File: config.mk
export PLATFORM = sky130hd
export DESIGN_NAME = phase_reg_bank
export DESIGN_NICKNAME = d
export VERILOG_FILES = /design/src/rtl/onn_pkg.sv /design/src/rtl/phase_chan_reg.sv /design/src/rtl/phase_reg_bank.sv
export SDC_FILE = /design/constraint.sdc
export NUM_CORES = 1
export LEC_CHECK = 0
export CORE_ASPECT_RATIO = 0.9
export CORE_MARGIN = 2
export CORE_UTILIZATION = 51
export DETAILED_ROUTE_END_ITERATION = 10
export HOLD_SLACK_MARGIN = 0.08
export PLACE_DENSITY = 0.86
export SETUP_SLACK_MARGIN = 0.5
export SYNTH_ARGS = -nofsm -noshare
export SYNTH_HDL_FRONTEND = slang
export SYNTH_SLANG_ARGS = --single-unit
export TNS_END_PERCENT = 50
File: constraint.sdc
create_clock -name clk -period 3.5 [get_ports clk]
set_input_delay 0.35 -clock clk [delete_from_list [all_inputs] [get_ports clk]]
set_output_delay 0.35 -clock clk [all_outputs]
set_load 0.02 [all_outputs]
File: src/rtl/onn_pkg.sv
// Shared types and constants for the ONN neuron control block.
// Holds the phase width default, FSM encoding and counter sizing.
package onn_pkg;

  localparam int PHASE_W_DEF = 4;

  typedef enum logic [1:0] {
    IDLE    = 2'd0,
    INIT    = 2'd1,
    RUN     = 2'd2,
    SETTLED = 2'd3
  } state_e;

  function automatic int cnt_w(input int n);
    return $clog2(n + 1);
  endfunction

endpackage

File: src/rtl/phase_chan_reg.sv
// One neuron channel: registered phase, last sample, change pulse.
// PHASE_GLITCH_FILTER_EN adds a 2-sample agreement candidate register.
module phase_chan_reg
  import onn_pkg::*;
#(
  parameter int PHASE_W = PHASE_W_DEF
) (
  input  logic               clk,
  input  logic               rst_n,
  input  logic               clr_i,
  input  logic               ld_i,
  input  logic               trk_i,
  input  logic [PHASE_W-1:0] ini_i,
  input  logic [PHASE_W-1:0] phase_i,
  output logic [PHASE_W-1:0] phi_o,
  output logic               chg_o,
  output logic               flag_o
);

  logic [PHASE_W-1:0] phi_q, phi_d;
  logic [PHASE_W-1:0] prev_q, prev_d;
  logic               flag_q, flag_d;
  logic               chg;

`ifdef PHASE_GLITCH_FILTER_EN
  logic [PHASE_W-1:0] cand_q, cand_d;

  // prev_q is the last committed value; cand_q the raw previous sample
  assign chg = trk_i && (phase_i == cand_q) && (cand_q != prev_q);
`else
  assign chg = trk_i && (phase_i != prev_q);
`endif

  always_comb begin
    phi_d  = phi_q;
    prev_d = prev_q;
    flag_d = 1'b0;
`ifdef PHASE_GLITCH_FILTER_EN
    cand_d = cand_q;
`endif
    unique case (1'b1)
      clr_i: begin
        phi_d  = '0;
        prev_d = '0;
`ifdef PHASE_GLITCH_FILTER_EN
        cand_d = '0;
`endif
      end
      ld_i: begin
        phi_d  = ini_i;
        prev_d = phase_i;
`ifdef PHASE_GLITCH_FILTER_EN
        cand_d = phase_i;
`endif
      end
      trk_i: begin
        flag_d = chg;
        if (chg) phi_d = phase_i;
`ifdef PHASE_GLITCH_FILTER_EN
        cand_d = phase_i;
        if (chg) prev_d = phase_i;
`else
        prev_d = phase_i;
`endif
      end
      default: ;
    endcase
  end

  always_ff @(posedge clk or negedge rst_n) begin
    if (!rst_n) begin
      phi_q  <= '0;
      prev_q <= '0;
      flag_q <= 1'b0;
`ifdef PHASE_GLITCH_FILTER_EN
      cand_q <= '0;
`endif
    end else begin
      phi_q  <= phi_d;
      prev_q <= prev_d;
      flag_q <= flag_d;
`ifdef PHASE_GLITCH_FILTER_EN
      cand_q <= cand_d;
`endif
    end
  end

  assign phi_o  = phi_q;
  assign chg_o  = chg;
  assign flag_o = flag_q;

endmodule

File: src/rtl/phase_reg_bank.sv
// Multi-channel ONN phase register bank with settling detection.
// Optional macro PHASE_GLITCH_FILTER_EN enables per-channel glitch filter.
module phase_reg_bank
  import onn_pkg::*;
#(
  parameter int N_CH          = 8,
  parameter int PHASE_W       = PHASE_W_DEF,
  parameter int STABLE_CYCLES = 16
) (
  input  logic                               clk,
  input  logic                               rst_n,
  input  logic                               clr,
  input  logic                               full_tick,
  input  logic [N_CH*PHASE_W-1:0]            ini_phase,
  input  logic [N_CH*PHASE_W-1:0]            phase,
  output logic [N_CH*PHASE_W-1:0]            phi_out,
  output logic [N_CH-1:0]                    state_changed,
  output logic                               any_changed,
  output logic                               settled,
  output logic [$clog2(STABLE_CYCLES+1)-1:0] stable_cnt
);

  localparam int CW = cnt_w(STABLE_CYCLES);
  localparam logic [CW-1:0] CNT_MAX = CW'(STABLE_CYCLES);
  localparam logic [CW-1:0] CNT_PRE = CW'(STABLE_CYCLES - 1);

  state_e          state_q, state_d;
  logic [CW-1:0]   cnt_q, cnt_d;
  logic            set_q, set_d;
  logic            any_q, any_d;
  logic [N_CH-1:0] chg_v;
  logic            any_chg;
  logic            ld;
  logic            trk;

  assign ld  = !clr && !full_tick;
  assign trk = !clr && full_tick &&
               ((state_q == RUN) || (state_q == SETTLED));
  assign any_chg = |chg_v;

  for (genvar k = 0; k < N_CH; k++) begin : g_ch
    phase_chan_reg #(
      .PHASE_W (PHASE_W)
    ) u_ch (
      .clk     (clk),
      .rst_n   (rst_n),
      .clr_i   (clr),
      .ld_i    (ld),
      .trk_i   (trk),
      .ini_i   (ini_phase[k*PHASE_W +: PHASE_W]),
      .phase_i (phase[k*PHASE_W +: PHASE_W]),
      .phi_o   (phi_out[k*PHASE_W +: PHASE_W]),
      .chg_o   (chg_v[k]),
      .flag_o  (state_changed[k])
    );
  end

  always_comb begin
    state_d = state_q;
    cnt_d   = cnt_q;
    set_d   = set_q;
    any_d   = 1'b0;
    if (clr) begin
      state_d = IDLE;
      cnt_d   = '0;
      set_d   = 1'b0;
    end else if (!full_tick) begin
      state_d = INIT;
      cnt_d   = '0;
      set_d   = 1'b0;
    end else begin
      case (state_q)
        INIT:    state_d = RUN;
        RUN, SETTLED: begin
          any_d = any_chg;
          if (any_chg) begin
            state_d = RUN;
            cnt_d   = '0;
            set_d   = 1'b0;
          end else begin
            if (cnt_q < CNT_MAX) cnt_d = cnt_q + 1'b1;
            if (state_q == RUN && cnt_q == CNT_PRE) begin
              state_d = SETTLED;
              set_d   = 1'b1;
            end
          end
        end
        default: ;
      endcase
    end
  end

  always_ff @(posedge clk or negedge rst_n) begin
    if (!rst_n) begin
      state_q <= IDLE;
      cnt_q   <= '0;
      set_q   <= 1'b0;
      any_q   <= 1'b0;
    end else begin
      state_q <= state_d;
      cnt_q   <= cnt_d;
      set_q   <= set_d;
      any_q   <= any_d;
    end
  end

  assign any_changed = any_q;
  assign settled     = set_q;
  assign stable_cnt  = cnt_q;

endmodule

**Word-level counts from Yosys, hierarchy flattened**

Cells that the tools add are included.

- Register bits after elaboration: 81
- Bits of input ports: 68
- Output and inout port bits: 47
- Word-level logic and storage cells: 136

- $add $sub $neg: 1
- $lt $le $gt $ge: 1
- Equality and inequality tests: 25
- Muxes and demuxes: 50
- Reductions and logical operators: 31

Operators by type and width:

| operator | count |
|---|---|
| $pmux 4 s3 | 8 |
| $pmux 4 s2 | 8 |
| $mux 4 | 8 |
| $ne 4x4->1 | 8 |
| $mux 5 | 5 |
| $reduce_and 2->1 | 11 |
| $mux 1 | 16 |
| $ne 2x1->1 const B | 7 |
| $logic_and 1x1->1 | 12 |
| $ne 4x2->1 const B | 3 |
| $mux 2 | 4 |
| $reduce_or 8->1 | 1 |
| $add 5x1->5 const B | 1 |
| $eq 5x4->1 const B | 1 |
| $lt 5x5->1 const B | 1 |
| $ne 5x5->1 const B | 1 |
| $eq 2x2->1 const B | 2 |
| $pmux 2 s2 | 1 |
| $reduce_or 2->1 | 2 |
| $ne 3x2->1 const B | 1 |
| $reduce_bool 3->1 | 1 |
| $eq 2x1->1 const B | 1 |
| $logic_not 1->1 | 2 |
| $ne 2x2->1 const B | 1 |
| 2 further kinds | 2 |

**Logic depth before layout (Yosys ltp)**

- Depth after elaboration: 9
- Mapped depth: 7
- Mapped depth without buffers: 7

**By module**

A second synthesis with hierarchy kept.

- Cell total of the unflattened synthesis: 328
- Area, all modules: 4050.1 sq um

Modules (own cells, without submodules):

| module | instances | cells each | area each (sq um) | seq. area each (sq um) |
|---|---|---|---|---|
| phase_chan_reg | 8 | 35 | 441.7 | 225.2 |
| phase_reg_bank | 1 | 48 | 516.7 | 225.2 |

**Worst setup path after synthesis**

Ideal clock, no wire load.

- Path kind: reg2reg
- Start point: register cnt_q[0], in the netlist stable_cnt[0]
- End point: register cnt_q[4], in the netlist stable_cnt[4]
- Setup time: 0.080 ns
- Arrival: 1.373 ns
- Data required time: 3.420 ns
- Setup slack: 2.048 ns
- Stages on the path, launching flop included: 6
- Path buffers: 0
- Clock period less this slack: 1.452 ns
- Cell sequence: dfrtp_1 -> ha_1 -> and3_1 -> ha_1 -> o21ai_0 -> nor3b_2

- Word-level cells in the longest chain between the ends: 6
- Elaborated cells on any way between the ends: 9
- Classes of those cells: 1 x add/sub; 1 x order compare; 1 x eq/ne; 5 x mux; 1 x reduce/logical

Ends and longest elaborated chain:

| item | line | source |
|---|---|---|
| start, declared | phase_reg_bank.sv:28 | `logic [CW-1:0] cnt_q, cnt_d;` |
| start signal, assigned | phase_reg_bank.sv:101 | `cnt_q <= cnt_d;` |
| $add 5x1->5 | phase_reg_bank.sv:81 | `if (cnt_q < CNT_MAX) cnt_d = cnt_q + 1'b1;` |
| $mux 5 | phase_reg_bank.sv:81 |  |
| $mux 5 | phase_reg_bank.sv:76 | `if (any_chg) begin` |
| $mux 5 | phase_reg_bank.sv:72 | `case (state_q)` |
| $mux 5 | phase_reg_bank.sv:67 | `end else if (!full_tick) begin` |
| $mux 5 | phase_reg_bank.sv:63 | `if (clr) begin` |

Several ways; a longest one is shown, not always the timed one. The select of a mux whose other input is x is not followed.
A chain may end at the register's enable or synchronous reset.

**Worst setup path in the final report**

- Start point: register state_q[1]
- End point: register g_ch[7].u_ch.prev_q[0]

- Word-level cells in the longest chain between the ends: 5
- Elaborated cells on any way between the ends: 7
- Classes of those cells: 2 x eq/ne; 1 x mux; 4 x reduce/logical

Ends and longest elaborated chain:

| item | line | source |
|---|---|---|
| start, declared | phase_reg_bank.sv:27 | `state_e state_q, state_d;` |
| start signal, assigned | phase_reg_bank.sv:100 | `state_q <= state_d;` |
| $eq 2x2->1 | phase_reg_bank.sv:38 | `((state_q == RUN) \|\| (state_q == SETTLED));` |
| $logic_or 1x1->1 * | phase_reg_bank.sv:38 |  |
| $logic_and 1x1->1 * | phase_reg_bank.sv:37 | `assign trk = !clr && full_tick &&` |
| $reduce_or 2->1 (no source line) * | n/a |  |
| $pmux 4 s2 / $reduce_bool 2->1 (equally long branches) | n/a |  |
| end signal, assigned | phase_chan_reg.sv:80 | `prev_q <= prev_d;` |
| end, declared | phase_chan_reg.sv:21 | `logic [PHASE_W-1:0] prev_q, prev_d;` |

Every way passes the cells marked *; elsewhere a longest branch is shown, timed or not.

==> run summary <==
CTS root buffer - clkbuf_8
H-tree levels - 3
Final HPWL DP - 6.487 mm
fraction of registers with async set/reset - 1.000
vias in the first global route - 3164
Remaining Overflow, GRT - 0
CTS tree - yes
final net count - 566
synthesized area - 3861 µm²
max-slew violations - 0
max-cap violations - 0
area added between synthesis and finish - 35.03%
Crit. End Element - flop
largest net degree at the start of global routing - 82
CTS buffer count - 9
most used cell, CP - nand2_1
# DRC - 0
clock latency on the worst-skew pair - 0.35 ns
die area - 8284 µm²
# clock sinks - 81
Core Region - 7432 µm²
Worst Hold Class - primary input to asynchronous set/reset pin
layout cells sized above 1 - 0.07186
Std-Cell Rows - 30
Setup CP Type - flop to flop
Post-CTS Resized - 0
DR vias - 3228
post-synthesis cell count - 395
FF-to-FF Start - state_q[1]
Seq/Total Area, Yosys - 0.5250
actual slew at the worst max-slew pin - 1.086 ns
first-pass GRT wire length - 15.22 mm
register bit count reported by yosys - 81
post-CTS setup buffers - 0
Antenna Nets Post-Route - 0
worst-path fanout max - 32
TNS Setup - 0 ns
CP arrival - 2.46 ns
min cycle time layout - 2.191 ns
DR iter-0 viols - 192
Pre-antenna DRT Iters - 4
Clk pin slew, worst setup/hold paths - 0.08 ns
post-place setup slack - 1.251 ns
final wirelength - 9.232 mm
Power Density - 423.6 nW/µm²
WP data required - 3.77 ns
port buffer count - 114
final hold violations - 0
Main synth FF type - dfrtp_1
CP bufs+invs - 1
antenna violations before repair - 0
vias per cell - 5.407
Final Wtd Congestion - 0.7637
syn nets - 465
Die Height - 86.55 µm
Final Cycle Share - 0.6259
fmax - 456.5 MHz
Worst Setup Start Kind - flop
Tot GR Track Use - 0.2376
crit-path max cell delay - 0.86 ns
Avg Inst Size Synth - 9.775 µm²
die width - 95.72 µm
Initial Util - 0.5195
Critical Path Source - state_q[1]
delay-heaviest family, CP - simple AND/OR/NAND/NOR gates
slowest cell on the critical path - nand2_1
setup violators final - 0
total power - 2.208 mW
skew final - 0.007521 ns
Avg WL per Cell - 15.46 µm
post-route setup slack - 1.309 ns
cell leakage power - 2.225 nW
diode count - 0
outcome - finished, final reports clean
RSZ-0062 raised after global routing - no
CTS Buffer Depth - 2
synth warn - 0
max_slew headroom - 0.2746
hold-fix buffers at CTS - 0
tightest hold margin - 0.1391 ns
ordered cell list for the critical path - inv_1, nand2_1, nand2_1, a21oi_1
I/O pin cnt - 115
Max IR drop VDD - 0.2832 mV
Yosys cell types - 34
number of enable flip-flop cells after synthesis - 0
==> layout make-up <==
type	instances	area, µm²
Clock inverter	6	90.09
Multi-Input combinational cell	282	1652
Fill cell	544	2218
Inverter	3	11.26
Clock buffer	10	137.6
Tap cell	96	120.1
Sequential cell	81	2027
Timing Repair Buffer	119	1176
==> metal layers <==
| layer | global-route usage | part of all wire | vias up |
|---|---|---|---|
| met5 | 0 | 0 | - |
| met4 | 0.06494 | 0.0084 | 0 |
| met3 | 0.06000 | 0.055 | 6 |
| met2 | 0.3833 | 0.50 | 98 |
| met1 | 0.3210 | 0.44 | 1578 |
| li1 | - | - | 1546 |
==> flip-flops by register name, summed over array words and instances (netlist names) <==
signal and count:
g_ch.u_ch.flag_o 8, g_ch.u_ch.phi_o 32, any_changed 1, g_ch.u_ch.prev_q 32
state_q 2, settled 1, stable_cnt 5
==> worst paths after layout <==
path	end	slack, ns	cells past startpoint
worst max-delay path	g_ch[7].u_ch.prev_q[0]	1.31	4
worst min-delay path	stable_cnt[3]	0.14	1
worst max register to register	g_ch[7].u_ch.prev_q[0]	1.31	4
worst min register to register	g_ch[2].u_ch.phi_o[1]	0.53	2
max in group asynchronous	g_ch[4].u_ch.prev_q[0]	2.71	1
min in group clk	g_ch[2].u_ch.phi_o[1]	0.53	2
==> placed cells by master, fill, tap and decap left out, drive strengths merged <==
cell type        n
and3             1
a21oi           67
xnor2           35
nand4            8
clkdlybuf4s50  113
nand3            1
bufinv           2
a22oi           32
buf              6
ha               2
a21o             8
mux2i            1
and2             8
dfrtp           81
a31oi            1
nor2            37
inv              4
nor4             2
nand2           67
clkinv           2
nor3             6
o21ai            1
nor2b            1
clkinvlp         1
nor3b            2
nand2b           1
a21boi           1
clkbuf          10
==> metrics by stage <==
step	util	area, µm²	instances
CTS	0.7015	5214	597
finish	0.7015	5214	597
global placement	0.6709	4986	581
detailed placement	0.6709	4986	581
floorplan	-	3861	395
global route	0.7015	5214	597
==> synth_stat cells, types with 2 or more instances <==
| cell type | count | share of area |
|---|---|---|
| dfrtp_1 | 81 | 0.52 |
| nand2_1 | 67 | 0.065 |
| a21oi_1 | 66 | 0.086 |
| nor2_1 | 36 | 0.035 |
| xnor2_1 | 34 | 0.077 |
| a22oi_1 | 32 | 0.062 |
| clkbuf_1 | 13 | 0.013 |
| buf_4 | 8 | 0.016 |
| a21o_1 | 7 | 0.014 |
| and2_1 | 7 | 0.011 |
| nor3_1 | 6 | 0.0078 |
| buf_2 | 5 | 0.0065 |
| nand4_1 | 5 | 0.0081 |
| inv_1 | 3 | 0.0029 |
| nand4_2 | 3 | 0.0097 |
| clkbuf_8 | 2 | 0.0071 |
| ha_1 | 2 | 0.0065 |
| nor4_4 | 2 | 0.011 |
==> cells by family (layout without fill, tap and decap cells) <==
| family | after synthesis | count (layout) | share of synthesized area |
|---|---|---|---|
| AOI/OAI and AO/OA | 110 | 110 | 0.1717 |
| xor gates and xnor gates | 35 | 35 | 0.08134 |
| adders and majority gates | 2 | 2 | 0.006480 |
| buffers and inverters | 32 | 138 | 0.04861 |
| DFF | 81 | 81 | 0.5250 |
| muxes | 1 | 1 | 0.002592 |
| and+or+nand+nor | 134 | 134 | 0.1643 |
==> power by group <==
group | internal (mW) | switching (mW)
clock | 0.423 | 0.341
sequential | 0.994 | 0.0391
combinational | 0.202 | 0.209
Power figures use the tool's default switching activity.
